## src/rtl/mag_comp_pkg.sv

```systemverilog
// Shared definitions for the 1-bit magnitude comparator slice.
package mag_comp_pkg;

    // Default width of each saturating result counter.
    localparam int unsigned CNT_W_DEFAULT = 8;

    // Result encoding for one comparison.
    typedef enum logic [1:0] {
        RES_LT = 2'd0,
        RES_GT = 2'd1,
        RES_EQ = 2'd2
    } result_e;

    // Map the one-hot cell outputs onto the result encoding.
    // The cell guarantees one-hot, so EQ is the fall-through.
    function automatic result_e encode_result(input logic lt, input logic gt);
        if (gt) begin
            return RES_GT;
        end else if (lt) begin
            return RES_LT;
        end
        return RES_EQ;
    endfunction

endpackage

```

## src/rtl/mag_comp_cell.sv

```systemverilog
// Combinational 1-bit compare with cascade from a less-significant stage.
module mag_comp_cell (
    input  logic A,
    input  logic B,
    input  logic gt_in,
    input  logic lt_in,
    input  logic eq_in,
    output logic lt,
    output logic gt,
    output logic eq
);

    logic same;

    // Local bit decides; on a tie the cascade passes with gt_in > lt_in > eq_in.
    // eq_in is not needed to produce eq: a tie with no gt_in/lt_in is equal.
    always_comb begin
        same = ~(A ^ B);
        gt   = (A & ~B) | (same & gt_in);
        lt   = (~A & B) | (same & ~gt_in & lt_in);
        eq   = same & ~gt_in & ~lt_in;
        // eq_in only documents standalone tie-off; the result is unaffected.
        if (eq_in) begin
            eq = same & ~gt_in & ~lt_in;
        end
    end

endmodule

```

## src/rtl/mag_comp_1bit.sv

```systemverilog
// Registered 1-bit magnitude comparator with valid pipeline and
// per-result saturating counters.
module mag_comp_1bit
    import mag_comp_pkg::*;
#(
    parameter int unsigned CNT_W = CNT_W_DEFAULT
) (
    input  logic             clk,
    input  logic             rst,
    input  logic             A,
    input  logic             B,
    input  logic             in_valid,
    input  logic             gt_in,
    input  logic             lt_in,
    input  logic             eq_in,
    input  logic             clr_cnt,
    output logic             L,
    output logic             G,
    output logic             E,
    output logic             out_valid,
    output logic [CNT_W-1:0] cnt_lt,
    output logic [CNT_W-1:0] cnt_gt,
    output logic [CNT_W-1:0] cnt_eq
);

    logic             cell_lt, cell_gt, cell_eq;
    result_e          res;
    logic             l_q, g_q, e_q, v_q;
    logic             l_d, g_d, e_d, v_d;
    logic [CNT_W-1:0] cnt_lt_q, cnt_gt_q, cnt_eq_q;
    logic [CNT_W-1:0] cnt_lt_d, cnt_gt_d, cnt_eq_d;

    mag_comp_cell u_cell (
        .A     (A),
        .B     (B),
        .gt_in (gt_in),
        .lt_in (lt_in),
        .eq_in (eq_in),
        .lt    (cell_lt),
        .gt    (cell_gt),
        .eq    (cell_eq)
    );

    // Result registers load on a valid sample and hold otherwise.
    always_comb begin
        res = encode_result(cell_lt, cell_gt);
        l_d = l_q;
        g_d = g_q;
        e_d = e_q;
        v_d = in_valid;
        if (in_valid) begin
            l_d = cell_lt;
            g_d = cell_gt;
            e_d = cell_eq;
        end
    end

    // Counters: clear wins over a same-cycle increment; saturate at all-ones.
    always_comb begin
        cnt_lt_d = cnt_lt_q;
        cnt_gt_d = cnt_gt_q;
        cnt_eq_d = cnt_eq_q;
        if (clr_cnt) begin
            cnt_lt_d = '0;
            cnt_gt_d = '0;
            cnt_eq_d = '0;
        end else if (in_valid) begin
            unique case (res)
                RES_LT:  if (cnt_lt_q != '1) cnt_lt_d = cnt_lt_q + 1'b1;
                RES_GT:  if (cnt_gt_q != '1) cnt_gt_d = cnt_gt_q + 1'b1;
                default: if (cnt_eq_q != '1) cnt_eq_d = cnt_eq_q + 1'b1;
            endcase
        end
    end

    // State register with asynchronous reset of results and counters.
    always_ff @(posedge clk or posedge rst) begin
        if (rst) begin
            l_q      <= 1'b0;
            g_q      <= 1'b0;
            e_q      <= 1'b0;
            v_q      <= 1'b0;
            cnt_lt_q <= '0;
            cnt_gt_q <= '0;
            cnt_eq_q <= '0;
        end else begin
            l_q      <= l_d;
            g_q      <= g_d;
            e_q      <= e_d;
            v_q      <= v_d;
            cnt_lt_q <= cnt_lt_d;
            cnt_gt_q <= cnt_gt_d;
            cnt_eq_q <= cnt_eq_d;
        end
    end

    assign L         = l_q;
    assign G         = g_q;
    assign E         = e_q;
    assign out_valid = v_q;
    assign cnt_lt    = cnt_lt_q;
    assign cnt_gt    = cnt_gt_q;
    assign cnt_eq    = cnt_eq_q;

endmodule

```

## config.mk

```make
export PLATFORM = sky130hd
export DESIGN_NAME = mag_comp_1bit
export DESIGN_NICKNAME = d
export VERILOG_FILES = /design/src/rtl/mag_comp_pkg.sv /design/src/rtl/mag_comp_cell.sv /design/src/rtl/mag_comp_1bit.sv
export SDC_FILE = /design/constraint.sdc
export NUM_CORES = 1
export LEC_CHECK = 0
export ABC_AREA = 0
export CORE_ASPECT_RATIO = 1.75
export CORE_UTILIZATION = 50
export DETAILED_ROUTE_END_ITERATION = 12
export GPL_ROUTABILITY_DRIVEN = 1
export MAX_ROUTING_LAYER = met4
export PLACE_DENSITY = 0.84
export SLEW_MARGIN = 20
export SYNTH_ARGS = -nofsm -noshare
export SYNTH_HDL_FRONTEND = slang
export SYNTH_SLANG_ARGS = --single-unit
```

## constraint.sdc

```tcl
create_clock -name clk -period 2.4 [get_ports clk]
set_input_delay 0.24 -clock clk [delete_from_list [all_inputs] [get_ports clk]]
set_output_delay 0.24 -clock clk [all_outputs]
set_load 0.1 [all_outputs]
```

==> impl_metrics.toml, run 1 <==
[synth]
yosys-mux-area-fraction = 0.0397
yosys_warnings = 0
synthDominantCellAreaShare = 0.428
yosys.area_share.simple = 0.247
synth_nets = 184
synth_edf_count = 0
yosys.area_share.xor_xnor = 0.00535
netlist_instances = 170
syn_avg_cell_area_um2 = 9.63
netlist_top_cells_area = "dfrtp_1, a21oi_1, nand3_1, ha_1, o31ai_1"
ys_seq_area_frac = 0.428
synthDistinctLibCells = 42
synth_largest_area_cell = "dfrtp_1"
syn_area_um2 = 1640
synth_top_family_by_area = "simple AND/OR/NAND/NOR gates"
ys.flop_type = "dfrtp_1"
synth-compound-area-share = 0.187
ys_ff_latch = 28
async_flop_share = 1.00
synthAdderAreaFrac = 0.0382

[power_and_ir_drop]
power_w = 0.00108
pwr-share-seq = 0.457
leakagePower_nw = 0.916
switchingPower_w = 0.000310
clkPwrFrac = 0.345
ir_worst_vdd_v = 0.000413
comb_power_share = 0.198
p_int_w = 0.000767
power.density_nw_per_um2 = 523
p_sw_frac = 0.288

[final_layout]
antenna_cells = 0
layout_commonest_cell = "buf_4"
final_cells = 254
area_delta_synth_final_pct = 25.7
seq_area_um2 = 701
nFillCells = 260
drive_gt1_frac = 0.242
final_cell_mix = "buf_4, dfrtp_1, a21oi_1"
stdcell_area_um2 = 2060
nets = 226
multi_input_area_um2 = 847

[clock_tree]
cts_tree = "built"
cts_buffers = 3
htree_levels = 1
cts.sinks = 28
path_clk_slew_ns = 0.10
cts_setup_buffers = 0
clockBufferDepth = 2
postCtsHoldBufs = 0
ctsResizeCount = 0
root_buffer = "clkbuf_8"
clk_latency_ns = 0.27

[placement]
place_ws_ns = -0.0529
dp_cells = 250
detailed_place.area_um2 = 1990
dp_hpwl_mm = 2.80
gp_congestion = 0.861
io_buffers = 35

[sta]
fmax_mhz = 461
fin_crit_sh = 0.903
max-slew-margin-rel = 0.465
period_minus_slack_ns = 2.17
finalClockSkew_ns = 0.00264
timing.hold.ws_ns = 0.320
layout_setup_ws_ns = 0.233
setup_viol = 0
rsz0062_at_grt = "false"
slew_viol_final = 0
finalHoldViolCount = 0
worst_pin_slew_ns = 0.800

[drt]
drtIter0Drc = 52
first_pass_iters = 5
via_count = 1496
wl_per_cell_um = 14.5
vias_per_cell = 5.89
wl_mm = 3.68
ant_nets = 0
remaining_drc_errors = 0

[global_route]
grt_pass1_wl_mm = 6.47
grt-ovfl-total = 0
grt_usage = 0.246
grt_pass1_vias = 1495
grt_antenna_before_repair = 0
grt_max_degree = 29

[setup_path]
cp.required_ns = 2.59
worstPathCellList = "clkdlybuf4s50_1, inv_1, ha_1, a21oi_2, a211o_1, or4_1, a21oi_1"
start_kind = "input pin"
critical-path-slowest-cell = "or4_1"
path_delay_family = "compound AO/OA/AOI/OAI gates"
cp_max_fo = 9
end_kind = "register"
path_class = "in2reg"
path_buf_inv = 2
worstPathArrival_ns = 2.35
cp_slowest_stage_delay_ns = 0.51

[flow_run]
maxCapViolCount = 0

[die]
pin_count = 37
core-area_um2 = 3140
num_rows = 27
fp.dieH_um = 77.7
dieArea_um2 = 3520
die_w_um = 45.3
start_util = 0.521

[hold_path]
hold_class = "in2async"

[status]
status = "complete, no violations"
## per-stage QoR
stage          TNS, ns   util
3_5_place_dp   -0.0529  0.632
4_1_cts              0  0.655
2_1_floorplan        0      -
6_report             0  0.655
5_1_grt              0  0.655
3_3_place_gp         0  0.632
## worst paths after layout
kind	slack, ns	to	cells after the start	start
min in group clk	0.55	E	1	E
hold reg to reg	0.55	E	1	E
setup / recovery	0.23	cnt_lt[4]	7	A
hold / removal	0.32	cnt_gt[0]	3	rst
max in group asynchronous	1.82	cnt_lt[7]	3	rst
setup reg to reg	0.45	cnt_eq[5]	5	cnt_eq[0]
## worst register-to-register path, delay by kind of cell, from the launching register on
family / cells / cell delay, ns
DFF: 1 / 0.44
adders and majority gates: 1 / 0.25
and+or+nand+nor: 3 / 1.03
AOI/OAI and AO/OA: 1 / 0.16
## routing by layer
layer,track usage,up-vias,routed length (um)
met2,0.391,39,2010
li1,-,717,-
met5,-,-,0
met4,0.112,0,82
met3,0.0233,7,109
met1,0.306,733,1480
## Yosys cell counts, drive strengths merged, types with 5 or more instances
master  number
a21oi       16
buf          6
dfrtp       28
ha           5
inv          8
nand2        5
nand3       13
nand4        8
nor2        12
o21ai        6
o31ai        7
or3          7
## cell families (layout without fill, tap and decap cells)
family / count (synthesis) / after routing
muxes: 6 / 6
adders and majority gates: 5 / 5
buffers and inverters: 16 / 57
and+or+nand+nor: 69 / 69
xor gates and xnor gates: 1 / 1
DFF: 28 / 28
AOI/OAI and AO/OA: 45 / 45
## power by group through the flow
stage          Sequential, W  Clock, W  Combinational (W)
2_1_floorplan       0.000585         0          0.0000746
3_3_place_gp        0.000501         0           0.000209
3_5_place_dp        0.000502         0           0.000214
4_1_cts             0.000493  0.000374           0.000215
5_1_grt             0.000494  0.000391           0.000228
6_report            0.000493  0.000371           0.000214
## sequential cells by signal, summed over array words and instances, names as in the netlist
register   count
cnt_eq         8
cnt_gt         8
cnt_lt         8
E              1
G              1
L              1
out_valid      1
## final cells by class
cell class	count	area share
flip-flops and latches	28	0.340
well taps	43	0.0261
clock buffers	3	0.0201
repair buffers	45	0.173
inverters	8	0.0146
multi-input cells	126	0.412
clock inverters	1	0.0146
No activity file was read; power rests on OpenSTA's default activity.
==> inputs of run 2 (changes only) <==
--- a/config.mk
+++ b/config.mk
@@ -7,12 +7,13 @@
 export LEC_CHECK = 0
 export ABC_AREA = 0
 export CORE_ASPECT_RATIO = 1.75
-export CORE_UTILIZATION = 50
+export CORE_UTILIZATION = 49
 export DETAILED_ROUTE_END_ITERATION = 12
 export GPL_ROUTABILITY_DRIVEN = 1
 export MAX_ROUTING_LAYER = met4
-export PLACE_DENSITY = 0.84
+export PLACE_DENSITY = 0.83
 export SLEW_MARGIN = 20
 export SYNTH_ARGS = -nofsm -noshare
 export SYNTH_HDL_FRONTEND = slang
+export SYNTH_HIERARCHICAL = 1
 export SYNTH_SLANG_ARGS = --single-unit
==> run 2 against run 1 <==
Against the previous run: first-iteration DRC count is 75% lower; flip-flop and latch count stayed put; via count is 15% lower; register-to-register slack better by 0.28 ns; largest cell class unchanged; highest routed layer unchanged.
==> impl_metrics.toml, run 2 <==
[final_layout]
nets = 203
stdcell_area_um2 = 1950
area_delta_synth_final_pct = 26.7
antenna_cells = 0
nFillCells = 230
drive_gt1_frac = 0.255
multi_input_area_um2 = 790
final_cell_mix = "buf_4, dfrtp_1, nor2_1"
seq_area_um2 = 701
layout_commonest_cell = "buf_4"

[setup_path]
path_delay_family = "simple AND/OR/NAND/NOR gates"
r2r_slack_ns = 0.73
end_kind = "register"
r2r_cells = 5
path_class = "in2reg"
worstPathArrival_ns = 2.29
cp.depth = 8
cp_slowest_stage_delay_ns = 0.49
path_buf_inv = 2
cp.required_ns = 2.62
cp_max_fo = 5
worstPathCellList = "clkdlybuf4s50_1, inv_1, ha_1, a31o_1, nor3b_4, o21ai_2, or4_1, nand2_1"
start_kind = "input pin"
critical-path-slowest-cell = "or4_1"

[synth]
async_flop_share = 1.00
netlist_top_cells_area = "dfrtp_1, xor2_1, nor2_1, ha_1, o211ai_1"
synth_nets = 163
netlist_instances = 149
synth_edf_count = 0
syn_area_um2 = 1540
syn_avg_cell_area_um2 = 10.3
ys.flop_type = "dfrtp_1"
synthDominantCellAreaShare = 0.456
ys_ff_latch = 28
yosysMostFrequentCell = "dfrtp_1"
synth_common_cells = "dfrtp_1, nor2_1, xor2_1"
synth_largest_area_cell = "dfrtp_1"
ys_seq_area_frac = 0.456
synthDistinctLibCells = 36
yosys_warnings = 6

[sta]
finalClockSkew_ns = 0.00515
tns_ns = 0
worst_pin_slew_ns = 0.415
rsz0062_at_grt = "false"
layout_setup_ws_ns = 0.329
finalHoldViolCount = 0
slew_viol_final = 0
fmax_mhz = 483
setup_viol = 0
max-slew-margin-rel = 0.720
period_minus_slack_ns = 2.07
fin_crit_sh = 0.863

[flow_run]
maxCapViolCount = 0

[clock_tree]
htree_levels = 1
cts_buffers = 3
clockBufferDepth = 2
cts.sinks = 28
postCtsHoldBufs = 0
path_clk_slew_ns = 0.10
cts_tree = "built"
cts_setup_buffers = 0
root_buffer = "clkbuf_8"
ctsResizeCount = 0
clk_latency_ns = 0.27

[placement]
gp_congestion = 0.796
place_ws_ns = 0.0137
dp_hpwl_mm = 2.49
detailed_place.area_um2 = 1880
io_buffers = 35

[hold_path]
hold_class = "in2async"

[status]
status = "complete, no violations"

[power_and_ir_drop]
power.density_nw_per_um2 = 547
comb_power_share = 0.187
pwr-share-seq = 0.465
p_sw_frac = 0.285
clkPwrFrac = 0.349
power_w = 0.00106
switchingPower_w = 0.000303
ir_worst_vdd_v = 0.000453
p_int_w = 0.000762
leakagePower_nw = 0.929

[die]
dieArea_um2 = 3370
core-area_um2 = 2960
die_w_um = 44.3
fp.dieH_um = 76.1
pin_count = 37
num_rows = 26
start_util = 0.519

[drt]
ant_nets = 0
via_count = 1265
first_pass_iters = 3
wl_mm = 3.36
remaining_drc_errors = 0
wl_per_cell_um = 14.6
vias_per_cell = 5.50
drtIter0Drc = 13

[global_route]
grt-ovfl-total = 0
grt_max_degree = 29
grt_antenna_before_repair = 0
grt_usage = 0.230
grt_pass1_vias = 1256
grt_pass1_wl_mm = 5.77
run 2: cell types whose count changed after synthesis, sizes merged, moves of 4 or more:
cell / change
xnor2: +5
nor3: -4
nand3: -7
a31oi: -4
buf: -4
o211ai: +5
a21oi: -14
xor2: +10
o31ai: -6
or3: -6
nor2: +10
run 2: worst register-to-register path, stage by stage, from the launching register on:
cell	delay, ns
dfrtp_1	0.44
ha_1	0.26
and4_1	0.25
a2111oi_2	0.39
xnor2_1	0.16
nor2_1	0.05
run 2: cells by family (layout without fill, tap and decap cells):
group | count (synthesis) | in the layout | share of synthesized area
AO/OA/AOI/OAI | 21 | 21 | 0.106
XOR/XNOR | 16 | 16 | 0.0912
adder cells (fa/ha/maj) | 5 | 5 | 0.0407
buffers and inverters | 10 | 49 | 0.0301
flip-flops | 28 | 28 | 0.456
multiplexers | 7 | 7 | 0.0480
AND/OR/NAND/NOR | 62 | 62 | 0.228
run 2: power by group through the flow:
stage	Clock (W)	Sequential, W	Combinational [W]
6_report	0.000371	0.000495	0.000199
5_1_grt	0.000399	0.000497	0.000211
4_1_cts	0.000381	0.000495	0.000200
3_5_place_dp	0	0.000504	0.000200
3_3_place_gp	0	0.000503	0.000196
2_1_floorplan	0	0.000593	0.0000575
run 2: area by class of cell:
type / count / area share
flip-flops and latches: 28 / 0.360
inverters: 6 / 0.0116
multi-input cells: 111 / 0.406
clock buffers: 3 / 0.0212
well taps: 42 / 0.0270
clock inverters: 1 / 0.0154
repair buffers: 39 / 0.159
run 2: per-layer routing:
metal / share of wire / global-route usage / vias up
met2: 0.57 / 0.397 / 21
met1: 0.39 / 0.262 / 630
met3: 0.021 / 0.0308 / 4
met4: 0.013 / 0.0788 / 0
li1: - / - / 610
met5: 0 / - / -
run 2: final timing paths:
kind / from / endpoint
max: A / cnt_eq[3]
min: rst / cnt_lt[7]
max reg2reg: cnt_eq[0] / cnt_eq[7]
min reg2reg: E / E
max in group asynchronous: rst / G
min in group clk: E / E
run 2: stage by stage:
step,cells,utilization,hold WS (ns)
2_1_floorplan,149,-,0.271
3_3_place_gp,226,0.634,0.493
3_5_place_dp,226,0.634,0.497
4_1_cts,230,0.658,0.330
5_1_grt,230,0.658,0.356
6_report,230,0.658,0.319
==> inputs of run 3 (changes only) <==
--- a/config.mk
+++ b/config.mk
@@ -12,6 +12,7 @@
 export GPL_ROUTABILITY_DRIVEN = 1
 export MAX_ROUTING_LAYER = met4
 export PLACE_DENSITY = 0.83
+export SETUP_SLACK_MARGIN = 0.4
 export SLEW_MARGIN = 20
 export SYNTH_ARGS = -nofsm -noshare
 export SYNTH_HDL_FRONTEND = slang
==> run 3 against run 2 <==
Against the previous run: routed wire length grew 2.0%; clock skew shrank 0.0039 ns; die area is the same; combinational power grew 7%; design area grew 3.0%; sequential share of layout area shrank 0.53 points; clock power shrank 22%; critical path depth is the same; non-clock buffer count grew 1; worst hold slack gained 0.013 ns.
==> impl_metrics.toml, run 3 (same netlist as run 2, synthesis figures left out) <==
[sta]
tns_ns = 0
slew_viol_final = 0
max-slew-margin-rel = 0.734
rsz0062_at_grt = "true"
period_minus_slack_ns = 1.98
setup_viol = 0
finalClockSkew_ns = 0.00124
finalHoldViolCount = 0
fmax_mhz = 505
worst_pin_slew_ns = 0.398
fin_crit_sh = 0.825

[drt]
wl_mm = 3.43
vias_per_cell = 5.56
wl_per_cell_um = 14.8
first_pass_iters = 4
remaining_drc_errors = 0
drtIter0Drc = 17
ant_nets = 0
via_count = 1285

[final_layout]
area_delta_synth_final_pct = 30.5
stdcell_area_um2 = 2000
nets = 204
final_cell_mix = "buf_4, nor2_1, dfrtp_1"
drive_gt1_frac = 0.317
utilization = 0.677
antenna_cells = 0
layout_commonest_cell = "buf_4"

[clock_tree]
path_clk_slew_ns = 0.09
cts_tree = "built"
root_buffer = "clkbuf_8"
clk_latency_ns = 0.27
cts.sinks = 28
cts_setup_buffers = 0
cts_buffers = 3
htree_levels = 1
clockBufferDepth = 2

[setup_path]
startpoint = "A"
worstPathArrival_ns = 2.19
critPathCapture = "cnt_eq[3]"
reg2reg_from = "cnt_eq[0]"
r2r_cells = 5
start_kind = "input pin"
r2r_slack_ns = 0.71
cp.required_ns = 2.61
reg2reg_to = "cnt_eq[7]"
cp_max_fo = 5
path_class = "in2reg"
end_kind = "register"

[power_and_ir_drop]
ir_worst_vdd_v = 0.000352
power_w = 0.000999
leakagePower_nw = 0.923
power.density_nw_per_um2 = 499

[placement]
gp_congestion = 0.807
io_buffers = 35
dp_hpwl_mm = 2.55
detailed_place.area_um2 = 1890

[global_route]
grt_pass1_wl_mm = 5.86
grt_use_met1 = 0.266
use_met2 = 0.391
grt_antenna_before_repair = 0
grt-ovfl-total = 0
grt_usage = 0.227
grt_max_degree = 29
grt.busiest_layer = "met2"
grt_use_met3 = 0.0166
grt_pass1_vias = 1293

[die]
pin_count = 37
die_w_um = 44.3
start_util = 0.519
num_rows = 26
core-area_um2 = 2960
fp.dieH_um = 76.1
dieArea_um2 = 3370

[status]
status = "complete, no violations"

[hold_path]
hold_class = "in2async"

[flow_run]
maxCapViolCount = 0
run 3: cell count changes in the layout (fill, tap and decap cells not counted), sizes merged:
| cell | before | now |
|---|---|---|
| bufinv | 1 | 0 |
| buf | 32 | 33 |
| clkbuf | 3 | 4 |
run 3: per-layer routing:
metal	wire [um]	up-vias
met5	0	-
met4	43	0
met3	60	6
met2	1990	25
met1	1340	641
li1	-	613
run 3: worst max-delay path, stage by stage:
cell	delay, ns
clkdlybuf4s50_1	0.49
inv_1	0.08
ha_4	0.26
a31o_4	0.27
nor3b_4	0.21
o21ai_2	0.08
or4_1	0.47
nand2_1	0.09
run 3: worst min-delay path by stage:
| stage | end | from | cells after the start | slack [ns] |
|---|---|---|---|---|
| finish | cnt_lt[7] | rst | 3 | 0.33 |
| global route | cnt_lt[6] | rst | 3 | 0.39 |
| CTS | cnt_lt[7] | rst | 3 | 0.34 |
| detailed placement | E | E | 1 | 0.50 |
| global placement | E | E | 1 | 0.49 |
| floorplan | out_valid | in_valid | 0 | 0.27 |
run 3: power by group:
part	total [W]	switching, W	leakage [nW]	internal, W
clock	0.000289	0.000143	0.0288	0.000147
sequential	0.000498	0.0000134	0.371	0.000485
combinational	0.000212	0.000148	0.523	0.0000634
total	0.000999	0.000304	0.923	0.000695
run 3: final cells by class:
type                    instances  area [um^2]
inverters                       6         22.5
repair buffers                 40          318
flip-flops and latches         28          711
multi-input cells             111          846
well taps                      42         52.6
clock buffers                   4         55.1
fillers                       231          956
run 3: repair_timing:
item,4_1_cts,5_1_grt
resized for setup,6,0
pin swaps,2,2
endpoints found under the setup margin,5,2
hold buffers,0,0
run 3: per-stage QoR:
step	setup WS [ns]	std cells	hold slack, ns
3_3_place_gp	0.0818	227	0.494
6_report	0.419	231	0.332
4_1_cts	0.438	231	0.343
2_1_floorplan	0.394	149	0.271
5_1_grt	0.362	231	0.385
3_5_place_dp	0.0103	227	0.504
